## config.mk

```make
export PLATFORM = sky130hd
export DESIGN_NAME = stopwatch_ctrl
export DESIGN_NICKNAME = d
export VERILOG_FILES = /design/src/rtl/stopwatch_ctrl.sv
export SDC_FILE = /design/constraint.sdc
export NUM_CORES = 1
export LEC_CHECK = 0
export BUFFER_PORTS_ARGS = -buffer_cell sky130_fd_sc_hd__buf_2
export CORE_UTILIZATION = 40
export CTS_CLUSTER_SIZE = 20
export DETAILED_ROUTE_END_ITERATION = 7
export GPL_ROUTABILITY_DRIVEN = 1
export HOLD_SLACK_MARGIN = 0.05
export SKIP_LAST_GASP = 1
export SLEW_MARGIN = 40
export SYNTH_ARGS = -nofsm -noshare
export SYNTH_HDL_FRONTEND = slang
export SYNTH_SLANG_ARGS = --single-unit
```

## constraint.sdc

```tcl
create_clock -name I_CLK -period 3.6 [get_ports I_CLK]
set_input_delay 0.72 -clock I_CLK [delete_from_list [all_inputs] [get_ports I_CLK]]
set_output_delay 0.72 -clock I_CLK [all_outputs]
set_load 0.005 [all_outputs]
```

## src/rtl/stopwatch_ctrl.sv

```systemverilog
// ---------------------------------------------------------------------------
// stopwatch_ctrl
//
// Control FSM for the stopwatch timer_counter datapath. Two raw push-buttons
// (START/STOP and CLEAR/LAP) are synchronised and debounced against the 1 ms
// timebase. Each accepted press becomes a single-cycle event. The FSM turns
// these events into the run level and the clear pulse for the counter. It
// also freezes a lap value for the display path.
//
// Ports:
//   I_CLK         system clock
//   I_RSTN        asynchronous active-low reset
//   I_EN_1MS      one-cycle 1 ms tick (shared with timer_counter)
//   I_BTN_SS      raw START/STOP button, active-high, asynchronous, bouncing
//   I_BTN_CL      raw CLEAR/LAP button, active-high, asynchronous, bouncing
//   I_TIMER_MS    live millisecond count from timer_counter (0-999)
//   I_TIMER_SEC   live second count from timer_counter (0-59)
//   O_START_EN    counter run level
//   O_CLEAR_EN    one-cycle clear pulse to the counter
//   O_DISP_MS     millisecond value for the display
//   O_DISP_SEC    second value for the display
//   O_LAP_ACTIVE  high while the display is frozen on the lap value
//   O_STATE       FSM state: IDLE=0, RUN=1, LAP=2, STOP=3
// ---------------------------------------------------------------------------
module stopwatch_ctrl #(
    parameter int DEBOUNCE_MS = 10,
    parameter int DB_CNT_W    = 4
) (
    input  logic        I_CLK,
    input  logic        I_RSTN,
    input  logic        I_EN_1MS,
    input  logic        I_BTN_SS,
    input  logic        I_BTN_CL,
    input  logic [9:0]  I_TIMER_MS,
    input  logic [5:0]  I_TIMER_SEC,
    output logic        O_START_EN,
    output logic        O_CLEAR_EN,
    output logic [9:0]  O_DISP_MS,
    output logic [5:0]  O_DISP_SEC,
    output logic        O_LAP_ACTIVE,
    output logic [1:0]  O_STATE
);

    localparam logic [1:0] ST_IDLE = 2'd0;
    localparam logic [1:0] ST_RUN  = 2'd1;
    localparam logic [1:0] ST_LAP  = 2'd2;
    localparam logic [1:0] ST_STOP = 2'd3;

    localparam logic [DB_CNT_W-1:0] DB_LAST = DB_CNT_W'(DEBOUNCE_MS - 1);

    // Button index 0 is START/STOP, index 1 is CLEAR/LAP.
    logic [1:0]          btn_raw;
    logic [1:0]          btn_meta;
    logic [1:0]          btn_sync;
    logic [1:0]          db_level;
    logic [DB_CNT_W-1:0] db_cnt [2];
    logic [1:0]          press_evt;

    logic [1:0] state;
    logic [1:0] next_state;
    logic       clear_req;
    logic       lap_capture;
    logic       start_en;
    logic       clear_en;
    logic [9:0] lap_ms;
    logic [5:0] lap_sec;

    logic ss_evt;
    logic cl_evt;

    assign btn_raw = {I_BTN_CL, I_BTN_SS};
    assign ss_evt  = press_evt[0];
    assign cl_evt  = press_evt[1];

    // Input conditioning for both buttons. A two-flop synchroniser feeds a
    // counter that only runs while the synchronised level disagrees with the
    // accepted level. Any agreement (a bounce back) restarts the count.
    // Once the disagreement has lasted DEBOUNCE_MS ticks, the new level is
    // accepted. A rising acceptance is registered as a one-cycle press event.
    // Releases are accepted silently, so a held button yields one event only.
    always_ff @(posedge I_CLK or negedge I_RSTN) begin
        if (!I_RSTN) begin
            btn_meta  <= '0;
            btn_sync  <= '0;
            db_level  <= '0;
            press_evt <= '0;
            for (int i = 0; i < 2; i++) begin
                db_cnt[i] <= '0;
            end
        end else begin
            btn_meta <= btn_raw;
            btn_sync <= btn_meta;
            for (int i = 0; i < 2; i++) begin
                press_evt[i] <= 1'b0;
                if (btn_sync[i] == db_level[i]) begin
                    db_cnt[i] <= '0;
                end else if (I_EN_1MS) begin
                    if (db_cnt[i] == DB_LAST) begin
                        db_level[i]  <= btn_sync[i];
                        db_cnt[i]    <= '0;
                        press_evt[i] <= btn_sync[i];
                    end else begin
                        db_cnt[i] <= db_cnt[i] + 1'b1;
                    end
                end
            end
        end
    end

    // Next-state decode. START/STOP takes priority, so when both events land
    // in the same cycle CLEAR/LAP is simply ignored. The clear pulse is only
    // requested from states where the counter is already halted, so it can
    // never overlap a high run level.
    always_comb begin
        next_state  = state;
        clear_req   = 1'b0;
        lap_capture = 1'b0;
        case (state)
            ST_IDLE: begin
                if (ss_evt) begin
                    next_state = ST_RUN;
                end else if (cl_evt) begin
                    clear_req = 1'b1;
                end
            end
            ST_RUN: begin
                if (ss_evt) begin
                    next_state = ST_STOP;
                end else if (cl_evt) begin
                    next_state  = ST_LAP;
                    lap_capture = 1'b1;
                end
            end
            ST_LAP: begin
                if (ss_evt) begin
                    next_state = ST_STOP;
                end else if (cl_evt) begin
                    next_state = ST_RUN;
                end
            end
            ST_STOP: begin
                if (ss_evt) begin
                    next_state = ST_RUN;
                end else if (cl_evt) begin
                    next_state = ST_IDLE;
                    clear_req  = 1'b1;
                end
            end
            default: begin
                next_state = ST_IDLE;
            end
        endcase
    end

    // State, run level and clear pulse all update on the same edge, so the
    // counter controls never lag the reported state. The run level stays high
    // through LAP because the counter keeps running behind the frozen display.
    // The lap value is sampled on the very edge the FSM enters LAP.
    always_ff @(posedge I_CLK or negedge I_RSTN) begin
        if (!I_RSTN) begin
            state    <= ST_IDLE;
            start_en <= 1'b0;
            clear_en <= 1'b0;
            lap_ms   <= '0;
            lap_sec  <= '0;
        end else begin
            state    <= next_state;
            start_en <= (next_state == ST_RUN) || (next_state == ST_LAP);
            clear_en <= clear_req;
            if (lap_capture) begin
                lap_ms  <= I_TIMER_MS;
                lap_sec <= I_TIMER_SEC;
            end
        end
    end

    // The display shows the frozen lap value only while in LAP. It shows the
    // live counter in every other state, including straight out of reset.
    always_comb begin
        if (state == ST_LAP) begin
            O_DISP_MS  = lap_ms;
            O_DISP_SEC = lap_sec;
        end else begin
            O_DISP_MS  = I_TIMER_MS;
            O_DISP_SEC = I_TIMER_SEC;
        end
    end

    assign O_START_EN   = start_en;
    assign O_CLEAR_EN   = clear_en;
    assign O_LAP_ACTIVE = (state == ST_LAP);
    assign O_STATE      = state;

endmodule

```

==> qor.yml <==
synth:
  synth_top_area_cell: "dfrtp_1"
  yosys.area.top_type_share_pct: 51.8
  synth_cell_type_count: 26
  synthArstFlopShare_pct: 100
  synthTopCellsByArea: "dfrtp_1, mux2_2, ha_1"
  synth_most_common_cell: "dfrtp_1"
  syn_avg_cell_area_sq_um: 12.8
  synth_enable_flop_cells: 0
  yosys_warnings: 0
  ys_seq_area_share_pct: 51.8
  synthCells: 136
  synthesis.area_sq_mm: 0.00174
  synthTopCellsByCount: "dfrtp_1, mux2_2, nand2_1"
  ys.flop_type: "dfrtp_1"
  ys_ff_latch: 36
  syn_nets: 165
drt:
  first_pass_iters: 4
  antenna_left: 0
  first_iter_violations: 53
  drt_wl_total_um: 3100
  route.detailed.drc: 0
  wl_per_cell_um: 13.4
  dr_total_vias: 1188
  vias_per_cell: 5.14
setup_path:
  slowest_delay_ns: 0.49
  crit-reg2reg-capture: "O_START_EN$_DFF_PN0_"
  worstSetupEndpoint: "O_DISP_MS[7]"
  endpoint_kind: "output port"
  startpoint: "O_STATE[0]$_DFF_PN0_"
  crit_slowest_cell: "ha_2"
  reg2reg_from: "O_STATE[0]$_DFF_PN0_"
  cp.buffers_inverters: 2
  crit_cells: 4
  crit_arrival_ns: 1.81
  reg2regPathDepth: 5
  required_ns: 2.88
  rrSetupSlack_ns: 1.94
  path_cells: "inv_1 > ha_2 > mux2_2 > buf_2"
  critical_path_class: "register to output port"
  cp_top_family: "adder cells"
  worstSetupStartpointType: "register"
  path_max_fanout: 20
clock_tree:
  cts_tree: "done"
  cts_sinks: 36
  clk_pin_slew_ns: 0.07
  ctsHtreeMaxLevel: 2
  ctsRootBufferMaster: "clkbuf_8"
  tritoncts.num_buffers: 5
  clkLatencyLatePin_ns: 0.28
  hold_buffers: 0
  post-cts-setup-buffers: 0
  post_cts_resized: 0
  cts.path.max_buffers: 2
place:
  gp_congestion: 0.710
  hpwl_um: 2230
  io_buffer_count: 41
power:
  powerDensity_mw_per_mm2: 381
  ir_drop_uv: 177
  power_leakage_nw: 0.999
finish:
  drive_above_1_share_pct: 48.1
  layout.nets: 210
  nFillCells: 366
  multiInputGateArea_sq_um: 790
  synthToLayoutAreaGrowth_pct: 20.0
  antennaDiodeCount: 0
  fin_util_pct: 51.1
  ff_latch_area_sq_um: 901
global_route:
  grt_pass1_vias: 1126
  grt_overflow: 0
  grt_pass1_wl_um: 4930
  antenna_found_initial: 0
  grt_max_degree: 37
  grt.total_usage_pct: 14.8
run:
  maxCapViolCount: 0
die:
  num_io_pins: 42
  coreArea_sq_mm: 0.00409
  rows: 23
  die_h_um: 67.9
  dieWidth_um: 67.9
  initial_core_util_pct: 42.6
  die_area_sq_mm: 0.00462
sta:
  tightest_slew_ns: 0.463
  final-setup-viol-count: 0
  post-route-period-util_pct: 70.4
  maxSlewHeadroom_pct: 69.2
  rsz0062_at_grt: "false"
  slew_violations: 0
  setup_tns_ns: 0
  hold_viol: 0
  skew_ns: 0.00365
  fin_crit_ns: 2.53
  max_clock_freq_mhz: 395
hold_path:
  hold_path.class: "register to register"
run_status:
  status: "completed"
## stage by stage
| step | hold WS [ns] | cells | power [W] | worst slack, ns | instance area (sq um) |
|---|---|---|---|---|---|
| 6_report | 0.353 | 231 | 0.000794 | 1.07 | 2090 |
| 5_1_grt | 0.368 | 231 | 0.000833 | 0.967 | 2090 |
| 4_1_cts | 0.355 | 231 | 0.000810 | 0.773 | 2080 |
| 3_5_place_dp | 0.339 | 224 | 0.000499 | 1.09 | 1990 |
| 3_3_place_gp | 0.337 | 224 | 0.000494 | 1.18 | 1990 |
| 2_1_floorplan | 0.331 | 136 | 0.000463 | 1.43 | 1740 |
## report_power, final
part,switching (W),internal [W],total [W]
combinational,0.0000287,0.0000320,0.0000607
clock,0.000133,0.000170,0.000304
sequential,0.0000100,0.000420,0.000430
## flip-flops by register name, summed over array words and instances, names as in the netlist
register,count
O_CLEAR_EN,1
O_START_EN,1
O_STATE,2
btn_meta,2
btn_sync,2
db_cnt,8
db_level,2
lap_ms,10
lap_sec,6
press_evt,2
## worst min-delay path by stage
stage,from,to,slack (ns),cells after the start
2_1_floorplan,btn_meta[0]$_DFF_PN0_,btn_sync[0]$_DFF_PN0_,0.33,0
3_3_place_gp,btn_meta[1]$_DFF_PN0_,btn_sync[1]$_DFF_PN0_,0.34,0
3_5_place_dp,btn_meta[1]$_DFF_PN0_,btn_sync[1]$_DFF_PN0_,0.34,0
4_1_cts,btn_meta[1]$_DFF_PN0_,btn_sync[1]$_DFF_PN0_,0.36,0
5_1_grt,btn_meta[1]$_DFF_PN0_,btn_sync[1]$_DFF_PN0_,0.37,0
6_report,btn_meta[1]$_DFF_PN0_,btn_sync[1]$_DFF_PN0_,0.35,0
## per-layer routing
layer  global-route usage (%)  wire length (um)
met5                        0                 0
met4                     6.77                36
met3                     4.67               163
met2                     25.5              1560
met1                     16.5              1340
## cell type report
class	count	area share, %
clock buffer	7	4.62
inverter	8	1.44
multi-input combinational	89	37.8
sequential	36	43.2
tap	50	3.00
timing repair buffer	41	9.95
## layout by cell type (no fill, tap or decap)
master	Yosys	routed
a211o_1	1	1
a211oi_1	1	1
and2_1	2	2
buf_2	2	40
buf_4	0	1
clkbuf_8	0	7
dfrtp_1	36	36
ha_1	8	7
ha_2	0	1
inv_1	7	7
inv_2	1	1
mux2_2	34	34
nand2_1	11	11
nand2_4	1	1
nand3_1	2	2
nor2_1	3	3
nor2b_1	1	1
nor2b_4	1	1
nor3_1	1	1
nor3b_1	2	2
o211a_1	1	1
o211ai_1	4	4
o21ai_0	5	5
o2bb2ai_1	2	2
o31ai_1	2	2
o32ai_2	1	1
or3_1	2	2
xor2_1	4	4
## cells by family after synthesis
family / count (synthesis) / synth area share (%)
fa+ha+maj: 8 / 5.76
mux: 34 / 22.0
flops: 36 / 51.8
xor+xnor: 4 / 2.01
buf+inv: 11 / 2.95
simple gates: 26 / 7.98
compound gates: 17 / 7.48
Power figures use the tool's default switching activity.
